[src/rtl/fastram_pkg.sv]
// fastram_pkg -- shared definitions for the Zorro II fast-RAM controller.
//
// Contents:
//   SLOT_W          width of a 2 MB Zorro II slot number (address bits 23:21)
//   Z2_SLOT_FIRST   first slot the Zorro II expansion space can occupy
//   Z2_SLOT_LAST    last slot the Zorro II expansion space can occupy
//   fsm_state_t     bus-cycle FSM states
//   slot_offset()   slot distance from the autoconfig base, 3-bit wrap
package fastram_pkg;

    localparam int SLOT_W = 3;

    localparam logic [SLOT_W-1:0] Z2_SLOT_FIRST = 3'b001;
    localparam logic [SLOT_W-1:0] Z2_SLOT_LAST  = 3'b100;

    // ST_ prefix because "wait" is a reserved word.
    typedef enum logic [1:0] {
        ST_IDLE   = 2'd0,
        ST_WAIT   = 2'd1,
        ST_ACTIVE = 2'd2,
        ST_DONE   = 2'd3
    } fsm_state_t;

    // Modulo-8 subtraction falls out of the 3-bit result width, so a base
    // near the top of the slot range wraps cleanly into slot 0.
    function automatic logic [SLOT_W-1:0] slot_offset(
        input logic [SLOT_W-1:0] addr_slot,
        input logic [SLOT_W-1:0] base_slot
    );
        return addr_slot - base_slot;
    endfunction

endpackage

[src/rtl/bus_sync.sv]
// bus_sync -- two-flop synchroniser for asynchronous bus strobes.
//
// Ports:
//   clk   in   system clock
//   srst  in   synchronous active-high reset; both stages go to 1 (strobes
//              are active-low, so 1 means "not asserted")
//   d     in   [WIDTH-1:0] asynchronous inputs
//   q     out  [WIDTH-1:0] synchronised outputs, two clk edges behind d
module bus_sync #(
    parameter int WIDTH = 1
) (
    input  logic             clk,
    input  logic             srst,
    input  logic [WIDTH-1:0] d,
    output logic [WIDTH-1:0] q
);

    logic [WIDTH-1:0] meta_reg;
    logic [WIDTH-1:0] sync_reg;

    for (genvar gi = 0; gi < WIDTH; gi++) begin : g_bit
        always_ff @(posedge clk) begin
            if (srst) begin
                meta_reg[gi] <= 1'b1;
                sync_reg[gi] <= 1'b1;
            end else begin
                meta_reg[gi] <= d[gi];
                sync_reg[gi] <= meta_reg[gi];
            end
        end
    end

    assign q = sync_reg;

endmodule

[src/rtl/fastram_ctrl.sv]
// fastram_ctrl -- 68000 / Zorro II fast-RAM bank controller.
//
// Decodes the CPU's high address bits against the autoconfig base, claims
// cycles that land in an enabled bank, and drives registered active-low
// per-bank output/write strobes plus DTACK_n.
//
// Ports:
//   CLK               in   system clock, rising edge
//   RESET             in   synchronous active-high reset
//   A[23:21]          in   CPU address slot bits
//   RW_n              in   1 = read, 0 = write
//   AS_n,UDS_n,LDS_n  in   asynchronous 68000 strobes (synchronised here)
//   BASE_RAM[7:5]     in   autoconfig base slot
//   RAM_CONFIGURED_n  in   low once the board has been configured
//   BANK_EN           in   [NUM_BANKS] per-bank enable
//   OE_n              out  [NUM_BANKS] output enable, active low
//   WE_ODD_n          out  [NUM_BANKS] odd-byte (LDS) write enable, active low
//   WE_EVEN_n         out  [NUM_BANKS] even-byte (UDS) write enable, active low
//   DTACK_n           out  transfer acknowledge, active low
//   RAM_ACCESS        out  high while a claimed cycle is in WAIT or ACTIVE
module fastram_ctrl
    import fastram_pkg::*;
#(
    parameter int NUM_BANKS   = 2,
    parameter int BANK_SLOTS  = 2,
    parameter int WAIT_STATES = 0
) (
    input  logic                 CLK,
    input  logic                 RESET,
    input  logic [23:21]         A,
    input  logic                 RW_n,
    input  logic                 AS_n,
    input  logic                 UDS_n,
    input  logic                 LDS_n,
    input  logic [7:5]           BASE_RAM,
    input  logic                 RAM_CONFIGURED_n,
    input  logic [NUM_BANKS-1:0] BANK_EN,
    output logic [NUM_BANKS-1:0] OE_n,
    output logic [NUM_BANKS-1:0] WE_ODD_n,
    output logic [NUM_BANKS-1:0] WE_EVEN_n,
    output logic                 DTACK_n,
    output logic                 RAM_ACCESS
);

    if (NUM_BANKS < 1 || NUM_BANKS > 4 ||
        (BANK_SLOTS != 1 && BANK_SLOTS != 2) ||
        NUM_BANKS * BANK_SLOTS > 4 ||
        WAIT_STATES < 0 || WAIT_STATES > 7) begin : g_bad_params
        $error("fastram_ctrl: illegal NUM_BANKS/BANK_SLOTS/WAIT_STATES combination");
    end

    localparam logic [SLOT_W:0]   TOTAL_SLOTS = (SLOT_W+1)'(NUM_BANKS * BANK_SLOTS);
    localparam logic [2:0]        WAIT_INIT   = 3'(WAIT_STATES);

    // ------------------------------------------------------------------
    // Strobe synchronisers
    // ------------------------------------------------------------------
    logic [2:0] strb_sync;
    logic       as_s;
    logic       uds_s;
    logic       lds_s;

    bus_sync #(
        .WIDTH(3)
    ) u_sync (
        .clk  (CLK),
        .srst (RESET),
        .d    ({AS_n, UDS_n, LDS_n}),
        .q    (strb_sync)
    );

    assign as_s  = strb_sync[2];
    assign uds_s = strb_sync[1];
    assign lds_s = strb_sync[0];

    // ------------------------------------------------------------------
    // Address decode (only consulted in IDLE; the result is latched)
    // ------------------------------------------------------------------
    logic [SLOT_W-1:0]    offset;
    logic [1:0]           bank_idx;
    logic [NUM_BANKS-1:0] bank_sel_en;
    logic                 in_range;
    logic                 hit;

    assign offset   = slot_offset(A, BASE_RAM);
    // Out-of-range offsets produce a junk index, but in_range masks them.
    assign bank_idx = (BANK_SLOTS == 2) ? offset[2:1] : offset[1:0];
    assign in_range = ({1'b0, offset} < TOTAL_SLOTS);

    for (genvar gi = 0; gi < NUM_BANKS; gi++) begin : g_bank_sel
        assign bank_sel_en[gi] = BANK_EN[gi] && (bank_idx == 2'(gi));
    end

    assign hit = in_range && (|bank_sel_en) && !RAM_CONFIGURED_n;

    // ------------------------------------------------------------------
    // FSM state
    // ------------------------------------------------------------------
    fsm_state_t state_reg, state_next;
    logic [2:0] cnt_reg,   cnt_next;
    logic [1:0] bank_reg,  bank_next;
    logic       rw_reg,    rw_next;

    logic [NUM_BANKS-1:0] oe_next;
    logic [NUM_BANKS-1:0] we_odd_next;
    logic [NUM_BANKS-1:0] we_even_next;
    logic                 dtack_next;
    logic                 ram_access_next;
    logic [NUM_BANKS-1:0] bank_active;

    // State register plus the registered outputs. The outputs are loaded
    // from the next-state decode so they change on the same edge the FSM
    // enters a state, which keeps the AS-to-DTACK latency at 3 + waits.
    always_ff @(posedge CLK) begin
        if (RESET) begin
            state_reg  <= ST_IDLE;
            cnt_reg    <= 3'd0;
            bank_reg   <= 2'd0;
            rw_reg     <= 1'b1;
            OE_n       <= '1;
            WE_ODD_n   <= '1;
            WE_EVEN_n  <= '1;
            DTACK_n    <= 1'b1;
            RAM_ACCESS <= 1'b0;
        end else begin
            state_reg  <= state_next;
            cnt_reg    <= cnt_next;
            bank_reg   <= bank_next;
            rw_reg     <= rw_next;
            OE_n       <= oe_next;
            WE_ODD_n   <= we_odd_next;
            WE_EVEN_n  <= we_even_next;
            DTACK_n    <= dtack_next;
            RAM_ACCESS <= ram_access_next;
        end
    end

    // Next-state decode
    always_comb begin
        state_next = state_reg;
        cnt_next   = cnt_reg;
        bank_next  = bank_reg;
        rw_next    = rw_reg;
        case (state_reg)
            ST_IDLE: begin
                if (!as_s && hit) begin
                    bank_next  = bank_idx;
                    rw_next    = RW_n;
                    cnt_next   = WAIT_INIT;
                    state_next = (WAIT_STATES == 0) ? ST_ACTIVE : ST_WAIT;
                end
            end
            ST_WAIT: begin
                if (as_s || RAM_CONFIGURED_n) begin
                    state_next = ST_DONE;
                    cnt_next   = 3'd0;
                end else begin
                    cnt_next = cnt_reg - 3'd1;
                    if (cnt_reg == 3'd1) begin
                        state_next = ST_ACTIVE;
                    end
                end
            end
            ST_ACTIVE: begin
                if (as_s || RAM_CONFIGURED_n) begin
                    state_next = ST_DONE;
                end
            end
            ST_DONE: begin
                state_next = ST_IDLE;
            end
            default: begin
                state_next = ST_IDLE;
            end
        endcase
    end

    // Output decode: strobes track the synchronised data strobes every
    // cycle in ACTIVE so a late UDS/LDS on a write still lands.
    for (genvar gi = 0; gi < NUM_BANKS; gi++) begin : g_bank_active
        assign bank_active[gi] = (state_next == ST_ACTIVE) && (bank_next == 2'(gi));
    end

    always_comb begin
        oe_next         = ~(bank_active & {NUM_BANKS{rw_next && (!uds_s || !lds_s)}});
        we_odd_next     = ~(bank_active & {NUM_BANKS{!rw_next && !lds_s}});
        we_even_next    = ~(bank_active & {NUM_BANKS{!rw_next && !uds_s}});
        dtack_next      = (state_next != ST_ACTIVE);
        ram_access_next = (state_next == ST_WAIT) || (state_next == ST_ACTIVE);
    end

endmodule

[config.mk]
export PLATFORM = sky130hd
export DESIGN_NAME = fastram_ctrl
export DESIGN_NICKNAME = d
export VERILOG_FILES = /design/src/rtl/fastram_pkg.sv /design/src/rtl/bus_sync.sv /design/src/rtl/fastram_ctrl.sv
export SDC_FILE = /design/constraint.sdc
export NUM_CORES = 1
export LEC_CHECK = 0
export ABC_AREA = 1
export CORE_MARGIN = 2
export CORE_UTILIZATION = 51
export DETAILED_ROUTE_END_ITERATION = 8
export GPL_TIMING_DRIVEN = 0
export PLACE_DENSITY = 0.85
export SLEW_MARGIN = 10
export SYNTH_ARGS = -nofsm -noshare
export SYNTH_HDL_FRONTEND = slang
export SYNTH_HIERARCHICAL = 1
export SYNTH_SLANG_ARGS = --single-unit
[constraint.sdc]
create_clock -name CLK -period 4.3 [get_ports CLK]
set_clock_uncertainty 0.2 [all_clocks]
set_input_delay 0.645 -clock CLK [delete_from_list [all_inputs] [get_ports CLK]]
set_output_delay 0.645 -clock CLK [all_outputs]
set_load 0.01 [all_outputs]
# Yosys cells after proc, flatten, opt, wreduce, memory -nomap -nowiden
# Cells that the tools add are included.
dict set report classes {
  addsub 2
  n_lt_le_gt_ge 1
  n_eq_ne 10
  n_reduce_logical 24
  n_bitwise 6
  muxes 12
}
# cell n
set ops {}
lappend ops {{2-to-1 mux 2 bit} 6}
lappend ops {{logical AND 1 bit} 10}
lappend ops {{== test 2 x 1 -> 1 bit, second input constant} 4}
lappend ops {{case mux 2 bit (4 select lines)} 1}
lappend ops {{AND 2 bit} 3}
lappend ops {{== test 2 bit, second input constant} 3}
lappend ops {{zero test 2 bit} 3}
lappend ops {{2-to-1 mux 3 bit} 2}
lappend ops {{inverter 2 bit} 3}
lappend ops {{case mux 3 bit (2 select lines)} 1}
lappend ops {{zero test 1 bit} 5}
lappend ops {{!= test 2 bit, second input constant} 2}
lappend ops {{== test 3 x 1 -> 1 bit, second input constant} 1}
lappend ops {{logical OR 1 bit} 3}
lappend ops {{< comparator 3 bit, second input constant} 1}
lappend ops {{subtractor 3 x 1 -> 3 bit, second input constant} 1}
lappend ops {{subtractor 3 bit} 1}
lappend ops {{2-to-1 mux 1 bit} 2}
lappend ops {{AND reduction 2 bit} 1}
lappend ops {{nonzero test 2 bit} 1}
lappend ops {{OR reduction 2 bit} 1}
dict set report totals {
  ff_bits 22
  wordCells 70
  in_bits 15
  output_inout_bits 8
}

# Longest topological paths before layout
dict set report logic_depth {
  word_depth 13
  depth_mapped 13
}

# Cells and area by module
# The synthesis kept the hierarchy.
# mod area_per_inst_um2 seq_area_each_um2 instances cells_per_inst
set modules_own_cells {}
lappend modules_own_cells {fastram_ctrl 828.3 320.3 1 114}
lappend modules_own_cells {bus_sync 168.9 120.1 1 19}

# Least setup slack after synthesis
# Ideal clock, no wire load.
dict set report synth_path {
  path_kind {input-to-reg}
  startpoint {input port A[21] (netlist bit)}
  endpoint {register OE_n[0]}
  stages 13
  arrival_time_ns 2.149
  slack_ns 1.834
  cell_sequence {inv_1 -> nand2_1 -> fa_1 -> inv_2 -> nand2_2 -> nand3_1 -> nor2_2 -> nand2_1 -> nand2_1 -> ha_1 -> nand2_2 -> nor2_2 -> nand2_1}
}
dict set report synth_via {
  elab_chain_cells 13
  word_cells_on_any_way 22
}
# element line_no
set synth_rtl {}
lappend synth_rtl {{start, declared} fastram_ctrl.sv:30} ;# input logic [23:21] A,
lappend synth_rtl {{subtractor 3 bit (*)} fastram_pkg.sv:30} ;# return addr_slot - base_slot;
lappend synth_rtl {{== test 2 x 1 -> 1 bit or zero test 2 bit (tied branches)} fastram_ctrl.sv:91} ;# assign bank_sel_en[gi] = BANK_EN[gi] && (bank_idx == 2'(gi));
lappend synth_rtl {{logical AND 1 bit} fastram_ctrl.sv:91}
lappend synth_rtl {{OR reduction 2 bit} fastram_ctrl.sv:94} ;# assign hit = in_range && (|bank_sel_en) && !RAM_CONFIGURED_n;
lappend synth_rtl {{logical AND 1 bit (*) (2 in series)} fastram_ctrl.sv:94}
lappend synth_rtl {{logical AND 1 bit (*)} fastram_ctrl.sv:146} ;# if (!as_s && hit) begin
lappend synth_rtl {{2-to-1 mux 2 bit (*)} fastram_ctrl.sv:146}
lappend synth_rtl {{case mux 2 bit (4 select lines) (*)} fastram_ctrl.sv:144} ;# case (state_reg)
lappend synth_rtl {{net state_next[1]} fastram_ctrl.sv:99} ;# fsm_state_t state_reg, state_next;
lappend synth_rtl {{== test 2 bit (*)} fastram_ctrl.sv:181} ;# assign bank_active[gi] = (state_next == ST_ACTIVE) && (bank_next == 2'(gi));
lappend synth_rtl {{logical AND 1 bit (*)} fastram_ctrl.sv:181}
lappend synth_rtl {{AND 2 bit (*)} fastram_ctrl.sv:185} ;# oe_next = ~(bank_active & {NUM_BANKS{rw_next && (!uds_s || !lds_s)}});
lappend synth_rtl {{inverter 2 bit (*)} fastram_ctrl.sv:185}
lappend synth_rtl {{end signal, assigned} fastram_ctrl.sv:130} ;# OE_n <= oe_next;
lappend synth_rtl {{end, declared} fastram_ctrl.sv:38} ;# output logic [NUM_BANKS-1:0] OE_n,
# The timed path passes the listed nets; every way through them passes the cells marked *.
# A chain may end at the register's enable or synchronous reset.

# Worst setup path in the final report
dict set report layout_path {
  startpoint {input port BASE_RAM[6] (netlist bit)}
  endpoint {register WE_EVEN_n[0]}
}
dict set report layout_via {
  elab_chain_cells 13
  word_cells_on_any_way 23
}
# element line_no
set layout_rtl {}
lappend layout_rtl {{start, declared} fastram_ctrl.sv:35} ;# input logic [7:5] BASE_RAM,
lappend layout_rtl {{subtractor 3 bit (*)} fastram_pkg.sv:30}
lappend layout_rtl {{== test 2 x 1 -> 1 bit or zero test 2 bit (tied branches)} fastram_ctrl.sv:91}
lappend layout_rtl {{logical AND 1 bit} fastram_ctrl.sv:91}
lappend layout_rtl {{OR reduction 2 bit} fastram_ctrl.sv:94}
lappend layout_rtl {{logical AND 1 bit (*) (2 in series)} fastram_ctrl.sv:94}
lappend layout_rtl {{logical AND 1 bit (*)} fastram_ctrl.sv:146}
lappend layout_rtl {{2-to-1 mux 2 bit (*)} fastram_ctrl.sv:146}
lappend layout_rtl {{case mux 2 bit (4 select lines) (*)} fastram_ctrl.sv:144}
lappend layout_rtl {{net state_next[1]} fastram_ctrl.sv:99}
lappend layout_rtl {{== test 2 bit (*)} fastram_ctrl.sv:181}
lappend layout_rtl {{logical AND 1 bit (*)} fastram_ctrl.sv:181}
lappend layout_rtl {{AND 2 bit (*)} fastram_ctrl.sv:187} ;# we_even_next = ~(bank_active & {NUM_BANKS{!rw_next && !uds_s}});
lappend layout_rtl {{inverter 2 bit (*)} fastram_ctrl.sv:187}
lappend layout_rtl {{end signal, assigned} fastram_ctrl.sv:132} ;# WE_EVEN_n <= we_even_next;
lappend layout_rtl {{end, declared} fastram_ctrl.sv:40} ;# output logic [NUM_BANKS-1:0] WE_EVEN_n,
# Marks and branches as above.

==> results.sh <==
export IMPL_status="finished, final reports clean"
export IMPL_portBuffers=22
export IMPL_p_sw_uw=110
export IMPL_dp_hpwl_um=1450
export IMPL_grt_first_pass_wirelength_um=3190
export IMPL_p_int_uw=302
export IMPL_drive_gt1_share_pct=14.5
export IMPL_tritoncts="built"
export IMPL_clk_insertion_delay_late_ns=0.31
export IMPL_drt_iter0_markers=20
export IMPL_combPwrFrac_pct=19.7
export IMPL_finalNetCount=179
export IMPL_vias=855
export IMPL_worstPathArrival_ns=2.87
export IMPL_postLayoutCellArea_um2=1280
export IMPL_path_clk_slew_ns=0.11
export IMPL_cp_data_required_time_ns=4.30
export IMPL_grt_pass1_vias=822
export IMPL_netlist_area_um2=997
export IMPL_cts_max_path_buffers=2
export IMPL_holdBufCountCts=0
export IMPL_post_cts_buffers=0
export IMPL_setup_slack_ns=1.43
export IMPL_wirelength_um=1860
export IMPL_final_cell_mix="37 x nand2_1, 25 x inv_1, 22 x dfxtp_1, 22 x clkdlybuf4s50_1, 8 x nor2_1"
export IMPL_yosysWarnings=6
export IMPL_finalNonFillerCells=184
export IMPL_post_cts_resized=0
export IMPL_ys_seq_area_share_pct=44.2
export IMPL_min_path_type="flop to flop"
export IMPL_clock_root_buffer="clkbuf_4"
export IMPL_vias_per_cell=4.65
export IMPL_tightestPinTransition_ns=0.338
export IMPL_slew_violations=0
export IMPL_power_leakage_nw=0.611
export IMPL_place_ws_ns=1.15
export IMPL_grt_max_degree=13
export IMPL_synth_top_area_share_pct=44.2
export IMPL_rsz0062_at_grt="no"
export IMPL_routabilityCongestion=0.803
export IMPL_synth_nets=152
export IMPL_powerDensity_nw_per_um2=320
export IMPL_num_antenna_cells=0
export IMPL_maxCapViolCount=0
export IMPL_post_route_util_pct=72.1
export IMPL_peakVddDrop_mv=0.203
export IMPL_coreArea_um2=1780
export IMPL_place_inst=180
export IMPL_ys_ff_latch=22
export IMPL_min_period_ns=2.87
export IMPL_dieArea_um2=2330
export IMPL_fin_tns_setup_ns=0
export IMPL_row_count=15
export IMPL_worstSetupPathType="input pin to flop"
export IMPL_cts_buffers=3
export IMPL_critical_path_peak_fanout=5
export IMPL_wl_per_cell_um=10.1
export IMPL_fp_dieW_um=48.2
export IMPL_antenna_left=0
export IMPL_max_freq_ghz=0.348
export IMPL_finalSetupViolCount=0
export IMPL_globalRouteOverflowTotal=0
export IMPL_synth_cell_types=17
export IMPL_final_hold_viol_count=0
export IMPL_endpoint_kind="flop"
export IMPL_slew_headroom_pct=77.4
export IMPL_areaGrowthSynthToFinish_pct=28.9
export IMPL_swShare_pct=26.8
export IMPL_firstDrtPassIters=4
export IMPL_fp_dieH_um=48.2
export IMPL_clock_sinks=22
export IMPL_seqPwrFrac_pct=53.1
export IMPL_avgSynthCellArea_um2=7.50
export IMPL_layout_commonest_cell="nand2_1"
export IMPL_synthCells=133
export IMPL_p_clk_share_pct=27.2
export IMPL_critPathLaunchType="input pin"
export IMPL_synth_area_leaders="dfxtp_1 44%, nand2_1 14%, inv_1 9.4%"
export IMPL_fin_crit_sh_pct=66.7
export IMPL_track_usage_pct=20.0
export IMPL_yosys_area_top_type="dfxtp_1"
export IMPL_floorplan_initialDensity_pct=55.9
export IMPL_cts_htree_levels=1
export IMPL_drc=0
export IMPL_antenna_found_initial=0
export IMPL_place_area_um2=1250
export IMPL_ios=23
## Yosys cell counts
library cell  count
nor2_1            8
inv_2             5
nand3_2           2
o21ai_0           4
ha_1              3
or2_0             1
nand2_2           4
dfxtp_1          22
nand3_1           6
nor2_2            4
nand4_4           1
nand2_1          37
o22ai_1           1
nor2_4            3
inv_1            25
a21oi_1           6
fa_1              1
## critical path, cell delays in order
cell and delay (ns):
clkdlybuf4s50_1 0.45, inv_1 0.05, fa_1 0.56, inv_2 0.05, nand2_2 0.07, nand3_1 0.08, nor2_2 0.21, nand2_1 0.13
nand2_1 0.10, ha_1 0.21, nand2_2 0.09, nor2_2 0.16, nand2_1 0.07
## metrics by stage
| stage | power [mW] | hold WS, ns |
|---|---|---|
| 3_3_place_gp | 0.300 | 0.192 |
| 3_5_place_dp | 0.303 | 0.199 |
| 2_1_floorplan | 0.271 | 0.187 |
| 5_1_grt | 0.431 | 0.254 |
| 4_1_cts | 0.414 | 0.227 |
| 6_report | 0.412 | 0.220 |
## routing by layer
metal / track usage (%) / wire length, µm
met5: 0 / 0
met4: 8.11 / 43
met3: 6.67 / 91
met2: 34.5 / 912
met1: 22.6 / 807
## layout make-up
type | count | area, µm²
inverter | 30 | 113
clock buffer | 4 | 36.3
timing repair buffer | 22 | 220
fill | 147 | 498
sequential | 22 | 440
tap | 25 | 31.3
multi-input combinational | 81 | 444
## power by group through the flow
stage,clock [mW],combinational (mW),sequential (mW)
after floorplan,0,0.0469,0.224
after global placement,0,0.0774,0.222
after detailed placement,0,0.0797,0.223
after CTS,0.114,0.0808,0.219
after global routing,0.120,0.0913,0.219
final,0.112,0.0810,0.219
## path summary, 6_finish.rpt
check                                 from                 endpoint  slack (ns)  depth (start not counted)
max reg2reg        cnt_reg[1]$_SDFFE_PP0P_  WE_EVEN_n[0]$_SDFF_PP1_        2.42                         10
max                            BASE_RAM[6]  WE_EVEN_n[0]$_SDFF_PP1_        1.43                         13
min reg2reg  u_sync/meta_reg[0]$_SDFF_PP1_   u_sync/q[0]$_SDFF_PP1_        0.22                          2
min          u_sync/meta_reg[0]$_SDFF_PP1_   u_sync/q[0]$_SDFF_PP1_        0.22                          2
## cells by family after synthesis
logic type,after synthesis,share of synthesized area (%)
AND/OR/NAND/NOR,66,33.1
buffers and inverters,30,11.3
flip-flops,22,44.2
AO/OA/AOI/OAI,11,5.65
adder cells (fa/ha/maj),4,5.77
Note: power is estimated with default switching activity, not from simulation.
